<file path="src/rtl/psum_accum_engine_if.sv">
// Psum stream from the PE array plus the read/write ports of the psum memory.
// master = accumulation engine side, slave = PE array / memory controller side.
interface psum_accum_engine_if #(
    parameter int BIT_WIDTH  = 8,
    parameter int ACC_WIDTH  = 16,
    parameter int NUM_KERNEL = 4,
    parameter int ADDR_WIDTH = 32
);
    logic [NUM_KERNEL*BIT_WIDTH-1:0] psum_dat;
    logic                            psum_vld;
    logic                            psum_end;
    logic [ADDR_WIDTH-1:0]           mem_radd;
    logic                            mem_rden;
    logic [NUM_KERNEL*ACC_WIDTH-1:0] mem_odat;
    logic                            mem_ovld;
    logic [ADDR_WIDTH-1:0]           mem_wadd;
    logic                            mem_wren;
    logic [NUM_KERNEL*ACC_WIDTH-1:0] mem_idat;

    modport master (
        input  psum_dat, psum_vld, psum_end, mem_odat, mem_ovld,
        output mem_radd, mem_rden, mem_wadd, mem_wren, mem_idat
    );

    modport slave (
        output psum_dat, psum_vld, psum_end, mem_odat, mem_ovld,
        input  mem_radd, mem_rden, mem_wadd, mem_wren, mem_idat
    );
endinterface

</file>
<file path="src/rtl/psum_accum_engine.sv">
// Read-modify-write accumulation of NUM_KERNEL psum lanes into the psum memory,
// tile by tile over numpass channel passes; pass 0 writes directly without a read.
module psum_accum_engine #(
    parameter int BIT_WIDTH  = 8,
    parameter int ACC_WIDTH  = 16,
    parameter int NUM_KERNEL = 4,
    parameter int ADDR_WIDTH = 32,
    parameter int REG_WIDTH  = 32,
    parameter int MEM_DELAY  = 1
) (
    input  logic                  clk,
    input  logic                  rst,
    input  logic                  i_start,
    psum_accum_engine_if.master   bus,
    input  logic [REG_WIDTH-1:0]  i_conf_outputsize,
    input  logic [REG_WIDTH-1:0]  i_conf_numpass,
    input  logic [REG_WIDTH-1:0]  i_conf_numtile,
    input  logic [REG_WIDTH-1:0]  i_conf_mode,
    output logic                  o_busy,
    output logic                  o_done,
    output logic                  o_ovf,
    output logic                  o_err,
    output logic [REG_WIDTH-1:0]  dbg_base_addr,
    output logic [REG_WIDTH-1:0]  dbg_pass_cnt,
    output logic [REG_WIDTH-1:0]  dbg_tile_cnt
);

    localparam int PW = NUM_KERNEL * BIT_WIDTH;
    localparam int AW = NUM_KERNEL * ACC_WIDTH;

    typedef enum logic [1:0] {IDLE, RUN, DRAIN} state_t;
    state_t state;

    logic [REG_WIDTH-1:0]  conf_tile, conf_numpass, conf_numtile;
    logic                  conf_sat;
    logic [ADDR_WIDTH-1:0] base_addr, rd_addr;
    logic [REG_WIDTH-1:0]  beat_cnt, pass_cnt, tile_cnt;

    // Delay line aligning each issued beat with its mem_ovld slot
    logic [MEM_DELAY-1:0]  pl_vld, pl_rd;
    logic [ADDR_WIDTH-1:0] pl_addr [MEM_DELAY];
    logic [PW-1:0]         pl_dat  [MEM_DELAY];

    logic                  wr_vld;
    logic [ADDR_WIDTH-1:0] wr_addr;
    logic [AW-1:0]         wr_dat;

    logic                  issue, tap_vld, tap_rd, wr_fire, pipe_empty;
    logic [ADDR_WIDTH-1:0] tap_addr, tile_step;
    logic [PW-1:0]         tap_dat;
    logic [AW-1:0]         nxt_dat;
    logic                  nxt_ovf;

    logic signed [BIT_WIDTH-1:0] p_lane;
    logic signed [ACC_WIDTH-1:0] m_lane;
    logic signed [ACC_WIDTH:0]   p_ext, m_ext, lane_sum;
    logic [ACC_WIDTH-1:0]        lane_res;

    logic unused_mode;
    assign unused_mode = &{1'b0, i_conf_mode[REG_WIDTH-1:1]};

    assign issue      = (state == RUN) && bus.psum_vld;
    assign tap_vld    = pl_vld[MEM_DELAY-1];
    assign tap_rd     = pl_rd[MEM_DELAY-1];
    assign tap_addr   = pl_addr[MEM_DELAY-1];
    assign tap_dat    = pl_dat[MEM_DELAY-1];
    assign wr_fire    = tap_vld && (!tap_rd || bus.mem_ovld);
    assign pipe_empty = (pl_vld == '0) && !wr_vld;
    assign tile_step  = ADDR_WIDTH'(conf_tile);

    assign bus.mem_rden = issue && (pass_cnt != '0);
    assign bus.mem_radd = rd_addr;
    assign bus.mem_wren = wr_vld;
    assign bus.mem_wadd = wr_addr;
    assign bus.mem_idat = wr_dat;

    assign dbg_base_addr = REG_WIDTH'(base_addr);
    assign dbg_pass_cnt  = pass_cnt;
    assign dbg_tile_cnt  = tile_cnt;

    // Per-lane sum at ACC_WIDTH+1 bits; pass-0 beats add zero instead of memory data
    always_comb begin
        nxt_dat  = '0;
        nxt_ovf  = 1'b0;
        p_lane   = '0;
        m_lane   = '0;
        p_ext    = '0;
        m_ext    = '0;
        lane_sum = '0;
        lane_res = '0;
        for (int unsigned k = 0; k < NUM_KERNEL; k++) begin
            p_lane   = tap_dat[k*BIT_WIDTH +: BIT_WIDTH];
            m_lane   = bus.mem_odat[k*ACC_WIDTH +: ACC_WIDTH];
            p_ext    = (ACC_WIDTH+1)'(p_lane);
            m_ext    = tap_rd ? (ACC_WIDTH+1)'(m_lane) : '0;
            lane_sum = p_ext + m_ext;
            lane_res = lane_sum[ACC_WIDTH-1:0];
            if (lane_sum[ACC_WIDTH] != lane_sum[ACC_WIDTH-1]) begin
                nxt_ovf = 1'b1;
                if (conf_sat)
                    lane_res = lane_sum[ACC_WIDTH] ? {1'b1, {(ACC_WIDTH-1){1'b0}}}
                                                   : {1'b0, {(ACC_WIDTH-1){1'b1}}};
            end
            nxt_dat[k*ACC_WIDTH +: ACC_WIDTH] = lane_res;
        end
    end

    always_ff @(posedge clk or negedge rst) begin
        if (!rst) begin
            state        <= IDLE;
            conf_tile    <= '0;
            conf_numpass <= '0;
            conf_numtile <= '0;
            conf_sat     <= 1'b0;
            base_addr    <= '0;
            rd_addr      <= '0;
            beat_cnt     <= '0;
            pass_cnt     <= '0;
            tile_cnt     <= '0;
            pl_vld       <= '0;
            pl_rd        <= '0;
            for (int unsigned i = 0; i < MEM_DELAY; i++) begin
                pl_addr[i] <= '0;
                pl_dat[i]  <= '0;
            end
            wr_vld       <= 1'b0;
            wr_addr      <= '0;
            wr_dat       <= '0;
            o_busy       <= 1'b0;
            o_done       <= 1'b0;
            o_ovf        <= 1'b0;
            o_err        <= 1'b0;
        end else begin
            pl_vld[0]  <= issue;
            pl_rd[0]   <= issue && (pass_cnt != '0);
            pl_addr[0] <= rd_addr;
            pl_dat[0]  <= bus.psum_dat;
            for (int unsigned i = 1; i < MEM_DELAY; i++) begin
                pl_vld[i]  <= pl_vld[i-1];
                pl_rd[i]   <= pl_rd[i-1];
                pl_addr[i] <= pl_addr[i-1];
                pl_dat[i]  <= pl_dat[i-1];
            end

            wr_vld <= wr_fire;
            if (wr_fire) begin
                wr_addr <= tap_addr;
                wr_dat  <= nxt_dat;
                if (nxt_ovf)
                    o_ovf <= 1'b1;
            end

            // Unsolicited read data, or a pending read whose data never came (write dropped)
            if (bus.mem_ovld && !(tap_vld && tap_rd))
                o_err <= 1'b1;
            if (tap_vld && tap_rd && !bus.mem_ovld)
                o_err <= 1'b1;

            case (state)
                IDLE: begin
                    if (bus.psum_vld)
                        o_err <= 1'b1;
                    if (i_start) begin
                        state        <= RUN;
                        o_busy       <= 1'b1;
                        conf_tile    <= i_conf_outputsize + REG_WIDTH'(1);
                        conf_numpass <= i_conf_numpass;
                        conf_numtile <= i_conf_numtile;
                        conf_sat     <= i_conf_mode[0];
                        base_addr    <= '0;
                        rd_addr      <= '0;
                        beat_cnt     <= '0;
                        pass_cnt     <= '0;
                        tile_cnt     <= '0;
                        o_done       <= 1'b0;
                        o_ovf        <= 1'b0;
                        o_err        <= (i_conf_outputsize < REG_WIDTH'(MEM_DELAY + 1));
                    end
                end
                RUN: begin
                    if (i_start)
                        o_err <= 1'b1;
                    if (bus.psum_vld) begin
                        if (beat_cnt >= conf_tile)
                            o_err <= 1'b1;
                        rd_addr  <= rd_addr + ADDR_WIDTH'(1);
                        beat_cnt <= beat_cnt + REG_WIDTH'(1);
                    end
                    if (bus.psum_end) begin
                        beat_cnt <= '0;
                        if (pass_cnt == conf_numpass - REG_WIDTH'(1)) begin
                            base_addr <= base_addr + tile_step;
                            rd_addr   <= base_addr + tile_step;
                            pass_cnt  <= '0;
                            tile_cnt  <= tile_cnt + REG_WIDTH'(1);
                            if (tile_cnt == conf_numtile - REG_WIDTH'(1))
                                state <= DRAIN;
                        end else begin
                            rd_addr  <= base_addr;
                            pass_cnt <= pass_cnt + REG_WIDTH'(1);
                        end
                    end
                end
                DRAIN: begin
                    if (i_start)
                        o_err <= 1'b1;
                    if (pipe_empty) begin
                        state  <= IDLE;
                        o_busy <= 1'b0;
                        o_done <= 1'b1;
                    end
                end
                default: state <= IDLE;
            endcase
        end
    end

endmodule

</file>
<file path="src/flat_wrapper.sv">
// flat-port wrapper written by rule: the top's interface ports become plain ports
module psum_accum_engine_flat 
#(
    parameter int BIT_WIDTH  = 8,
    parameter int ACC_WIDTH  = 16,
    parameter int NUM_KERNEL = 4,
    parameter int ADDR_WIDTH = 32,
    parameter int REG_WIDTH  = 32,
    parameter int MEM_DELAY  = 1
)
  (clk, rst, i_start, i_conf_outputsize, i_conf_numpass, i_conf_numtile, i_conf_mode, o_busy, o_done, o_ovf, o_err, dbg_base_addr, dbg_pass_cnt, dbg_tile_cnt, bus_psum_dat, bus_psum_vld, bus_psum_end, bus_mem_odat, bus_mem_ovld, bus_mem_radd, bus_mem_rden, bus_mem_wadd, bus_mem_wren, bus_mem_idat);
  psum_accum_engine_if #(.BIT_WIDTH(BIT_WIDTH), .ACC_WIDTH(ACC_WIDTH), .NUM_KERNEL(NUM_KERNEL), .ADDR_WIDTH(ADDR_WIDTH)) bus_i ();
  input  logic clk;
  input  logic rst;
  input  logic i_start;
  input  logic [REG_WIDTH-1:0] i_conf_outputsize;
  input  logic [REG_WIDTH-1:0] i_conf_numpass;
  input  logic [REG_WIDTH-1:0] i_conf_numtile;
  input  logic [REG_WIDTH-1:0] i_conf_mode;
  output logic o_busy;
  output logic o_done;
  output logic o_ovf;
  output logic o_err;
  output logic [REG_WIDTH-1:0] dbg_base_addr;
  output logic [REG_WIDTH-1:0] dbg_pass_cnt;
  output logic [REG_WIDTH-1:0] dbg_tile_cnt;
  input wire logic [$bits(bus_i.psum_dat)-1:0] bus_psum_dat;
  input wire logic [$bits(bus_i.psum_vld)-1:0] bus_psum_vld;
  input wire logic [$bits(bus_i.psum_end)-1:0] bus_psum_end;
  input wire logic [$bits(bus_i.mem_odat)-1:0] bus_mem_odat;
  input wire logic [$bits(bus_i.mem_ovld)-1:0] bus_mem_ovld;
  output wire logic [$bits(bus_i.mem_radd)-1:0] bus_mem_radd;
  output wire logic [$bits(bus_i.mem_rden)-1:0] bus_mem_rden;
  output wire logic [$bits(bus_i.mem_wadd)-1:0] bus_mem_wadd;
  output wire logic [$bits(bus_i.mem_wren)-1:0] bus_mem_wren;
  output wire logic [$bits(bus_i.mem_idat)-1:0] bus_mem_idat;
  assign bus_i.psum_dat = bus_psum_dat;
  assign bus_i.psum_vld = bus_psum_vld;
  assign bus_i.psum_end = bus_psum_end;
  assign bus_i.mem_odat = bus_mem_odat;
  assign bus_i.mem_ovld = bus_mem_ovld;
  assign bus_mem_radd = bus_i.mem_radd;
  assign bus_mem_rden = bus_i.mem_rden;
  assign bus_mem_wadd = bus_i.mem_wadd;
  assign bus_mem_wren = bus_i.mem_wren;
  assign bus_mem_idat = bus_i.mem_idat;
  psum_accum_engine #(.BIT_WIDTH(BIT_WIDTH), .ACC_WIDTH(ACC_WIDTH), .NUM_KERNEL(NUM_KERNEL), .ADDR_WIDTH(ADDR_WIDTH), .REG_WIDTH(REG_WIDTH), .MEM_DELAY(MEM_DELAY)) u_core (.clk(clk), .rst(rst), .i_start(i_start), .bus(bus_i), .i_conf_outputsize(i_conf_outputsize), .i_conf_numpass(i_conf_numpass), .i_conf_numtile(i_conf_numtile), .i_conf_mode(i_conf_mode), .o_busy(o_busy), .o_done(o_done), .o_ovf(o_ovf), .o_err(o_err), .dbg_base_addr(dbg_base_addr), .dbg_pass_cnt(dbg_pass_cnt), .dbg_tile_cnt(dbg_tile_cnt));
endmodule
</file>
<file path="config.mk">
export PLATFORM = sky130hd
export DESIGN_NAME = psum_accum_engine_flat
export DESIGN_NICKNAME = d
export VERILOG_FILES = /design/src/rtl/psum_accum_engine_if.sv /design/src/rtl/psum_accum_engine.sv /design/src/flat_wrapper.sv
export SDC_FILE = /design/constraint.sdc
export NUM_CORES = 1
export LEC_CHECK = 0
export ABC_AREA = 1
export CORE_ASPECT_RATIO = 1.1
export CORE_UTILIZATION = 50
export CTS_CLUSTER_DIAMETER = 120
export CTS_CLUSTER_SIZE = 12
export DETAILED_ROUTE_END_ITERATION = 6
export GPL_TIMING_DRIVEN = 0
export PLACE_DENSITY = 0.81
export SETUP_SLACK_MARGIN = 0.1
export SYNTH_ARGS = -nofsm -noshare
export SYNTH_HDL_FRONTEND = slang
export SYNTH_SLANG_ARGS = --single-unit
</file>
<file path="constraint.sdc">
create_clock -name clk -period 4.75 [get_ports clk]
set_input_delay 0.95 -clock clk [delete_from_list [all_inputs] [get_ports clk]]
set_output_delay 0.95 -clock clk [all_outputs]
set_load 0.05 [all_outputs]
</file>
==> impl_metrics.env <==
export IMPL_status="finished clean"
export IMPL_synth_cells=3918
export IMPL_setup_tns_ns=0
export IMPL_path_max_fanout=10
export IMPL_ir_worst_vdd_v=0.000343
export IMPL_crit_type="flop to flop"
export IMPL_fillCellCount=5040
export IMPL_ant_nets=0
export IMPL_place_area_um2=33400
export IMPL_ys_ff_latch=426
export IMPL_dpl_worst_slack_ns=0.00732
export IMPL_postLayoutCellArea_um2=34600
export IMPL_grt_start_max_net_pins=112
export IMPL_grtUsageTotal=0.339
export IMPL_fin_nets=4761
export IMPL_ys_types=52
export IMPL_drt_first_pass_iters=6
export IMPL_yosysMostFrequentCell="nand2_1"
export IMPL_synth_edf_count=0
export IMPL_overflow=0
export IMPL_period_needed_ns=4.29
export IMPL_seqCellArea_um2=10700
export IMPL_critPathLaunch="u_core.pl_rd$_DFF_PN0_"
export IMPL_fin_worst_skew_ns=0.0369
export IMPL_dominantRegCellSynth="dfrtp_1"
export IMPL_vias=28300
export IMPL_synth_top_area_cell="dfrtp_1"
export IMPL_initialDrtViolationCount=2373
export IMPL_cts_resized=1
export IMPL_root_buffer="clkbuf_16"
export IMPL_fp_dieH_um=251
export IMPL_ys_warn_count=0
export IMPL_dp_cells=5084
export IMPL_fin_cells=5132
export IMPL_antenna_found_initial=2
export IMPL_die_area_um2=57300
export IMPL_synthTopCellsByCount="nand2_1, nor2_1, inv_1"
export IMPL_finalHoldViolations=0
export IMPL_crit_top_cell="nand2_1"
export IMPL_drc=0
export IMPL_synthTopCellsByArea="dfrtp_1, nand2_1, nor2_1, inv_1, ha_1"
export IMPL_critical_path_top_delay_family="buffers and inverters"
export IMPL_p_per_area_nw_per_um2=648
export IMPL_initial_utilization=0.509
export IMPL_rsz0062_at_grt="false"
export IMPL_drt_vias_per_instance=5.52
export IMPL_reg2reg_slack_ns=0.46
export IMPL_hold_buffers=0
export IMPL_whs_ns=0.357
export IMPL_yosysTopAreaCellShare=0.378
export IMPL_fin_crit_sh=0.904
export IMPL_cts_buffer_depth=3
export IMPL_clock_sinks=426
export IMPL_cts_made_buffers=41
export IMPL_worst_pin_slew_ns=1.33
export IMPL_endpoint_kind="flop"
export IMPL_finalWeightedCongestion=1.00
export IMPL_coreArea_um2=55300
export IMPL_multi_input_area_um2=15300
export IMPL_synth_fp_nets=4288
export IMPL_area_delta_synth_final_pct=22.7
export IMPL_die_width_um=228
export IMPL_leakagePower_nw=16.7
export IMPL_cts_setup_buffers=0
export IMPL_routed_wl_um=98500
export IMPL_htree_levels=2
export IMPL_wl_per_cell_um=19.2
export IMPL_clock_fmax_mhz=233
export IMPL_startpoint_type="flop"
export IMPL_finalWorstSetupSlack_ns=0.456
export IMPL_worst_path_buf_inv=5
export IMPL_timing_rr_start="u_core.pl_rd$_DFF_PN0_"
export IMPL_rows=90
export IMPL_syn_area_per_cell_um2=7.19
export IMPL_slew_violations=0
export IMPL_critPathSlowestCell="dfrtp_1"
export IMPL_grt_pass1_wl_um=151000
export IMPL_finalSetupViolations=0
export IMPL_drive_gt1_frac=0.0239
export IMPL_critPathMaxStageDelay_ns=0.45
export IMPL_crit_required_ns=5.26
export IMPL_crit_path_cell_trace="clkbuf_2, clkbuf_2, nand2_1, inv_1, ha_1, inv_1, fa_1, o21ai_1, nand2_1, o211ai_1, nand2_1, nand3_1, xor2_1, nand2_1, o21ai_1, clkbuf_1, a21oi_1, nor2_1"
export IMPL_syn_area_um2=28200
export IMPL_design_power_total_mw=22.4
export IMPL_grt_pass1_vias=27100
export IMPL_worstPathArrival_ns=4.80
export IMPL_port_buffers=427
export IMPL_ioPinCount=460
export IMPL_synth_seq_area_share=0.378
export IMPL_final_core_utilization=0.625
export IMPL_async_flop_share=1.00
export IMPL_max_slew_margin=0.105
export IMPL_max_cap_violations=0
export IMPL_clkSlewWorstSetupHoldPaths_ns=0.06
export IMPL_cts_tree="built"
export IMPL_hold_class="input port to async pin"
export IMPL_clock_latency_ns=0.61
export IMPL_dp_hpwl_um=78400
power by group:
part	switching (mW)	total (mW)	internal, mW
clock	1.49	3.04	1.55
combinational	8.71	12.8	4.11
sequential	1.57	6.52	4.95
total	11.8	22.4	10.6
final timing paths:
check,endpoint,cells after the start
min,u_core.bus.mem_idat[16]$_DFFE_PN0P_,1
min reg2reg,u_core.bus.mem_wadd[19]$_DFFE_PN0P_,2
max reg2reg,u_core.bus.mem_idat[14]$_DFFE_PN0P_,18
min in group clk,u_core.bus.mem_wadd[19]$_DFFE_PN0P_,2
max in group asynchronous,u_core.conf_numtile[13]$_DFFE_PN0P_,4
max,u_core.bus.mem_idat[14]$_DFFE_PN0P_,18
logic make-up (layout without fill, tap and decap cells):
group | count (synthesis) | after routing | share of synthesized area
AOI/OAI and AO/OA | 538 | 538 | 0.107
xor gates and xnor gates | 244 | 244 | 0.0783
adders and majority gates | 140 | 140 | 0.0635
buffers and inverters | 567 | 1042 | 0.0773
DFF | 426 | 426 | 0.378
other | 0 | 3 | 0
and+or+nand+nor | 2003 | 2003 | 0.296
cells in the final DEF, fill, tap and decap left out, types with 8 or more instances in the layout:
cell type	n
o21a_1	10
nand3b_1	13
ha_1	135
nand2_1	1073
a21oi_1	213
inv_1	463
clkdlybuf4s50_1	426
nor4_1	40
a21o_1	13
o211ai_1	11
o21ai_0	196
clkbuf_16	41
xor2_1	179
o22ai_1	12
o21ai_1	11
or2_2	10
o21bai_1	22
nand4_1	71
nor3b_1	10
nor2_1	506
nor2_2	8
nand3_1	168
a31oi_1	16
nor3_1	83
clkbuf_1	78
dfrtp_1	426
xnor2_1	60
buf_1	8
cell type report:
type                       instances  share of cell area
antenna                            3            0.000217
buffer                           100              0.0123
clock buffer                      41              0.0297
clock inverter                     4             0.00217
inverter                         467              0.0507
multi-input combinational       2925               0.444
sequential                       426               0.308
tap                              736              0.0266
timing repair buffer             430               0.126
flip-flops by register name, summed over array words and instances (netlist names):
| name | count |
|---|---|
| u_core.bus.mem_wadd | 32 |
| u_core.conf_numpass | 32 |
| u_core.conf_sat | 1 |
| u_core.conf_tile | 32 |
| u_core.bus.mem_wren | 1 |
| u_core.o_ovf | 1 |
| u_core.pl_dat | 32 |
| u_core.bus.mem_radd | 32 |
| u_core.dbg_base_addr | 32 |
| u_core.pl_vld | 1 |
| u_core.dbg_pass_cnt | 32 |
| u_core.beat_cnt | 32 |
| u_core.state | 2 |
| u_core.pl_rd | 1 |
| u_core.dbg_tile_cnt | 32 |
| u_core.bus.mem_idat | 64 |
| u_core.o_err | 1 |
| u_core.pl_addr | 32 |
| u_core.o_done | 1 |
| u_core.o_busy | 1 |
| u_core.conf_numtile | 32 |
per-layer routing:
| layer | part of all wire | vias to the layer above | GRT usage |
|---|---|---|---|
| met2 | 0.46 | 1263 | 0.557 |
| met4 | 0.046 | 2 | 0.154 |
| met3 | 0.090 | 271 | 0.0745 |
| li1 | - | 13500 | - |
| met1 | 0.41 | 13200 | 0.426 |
| met5 | 0.00011 | - | 0 |
No activity file was read; power rests on OpenSTA's default activity.
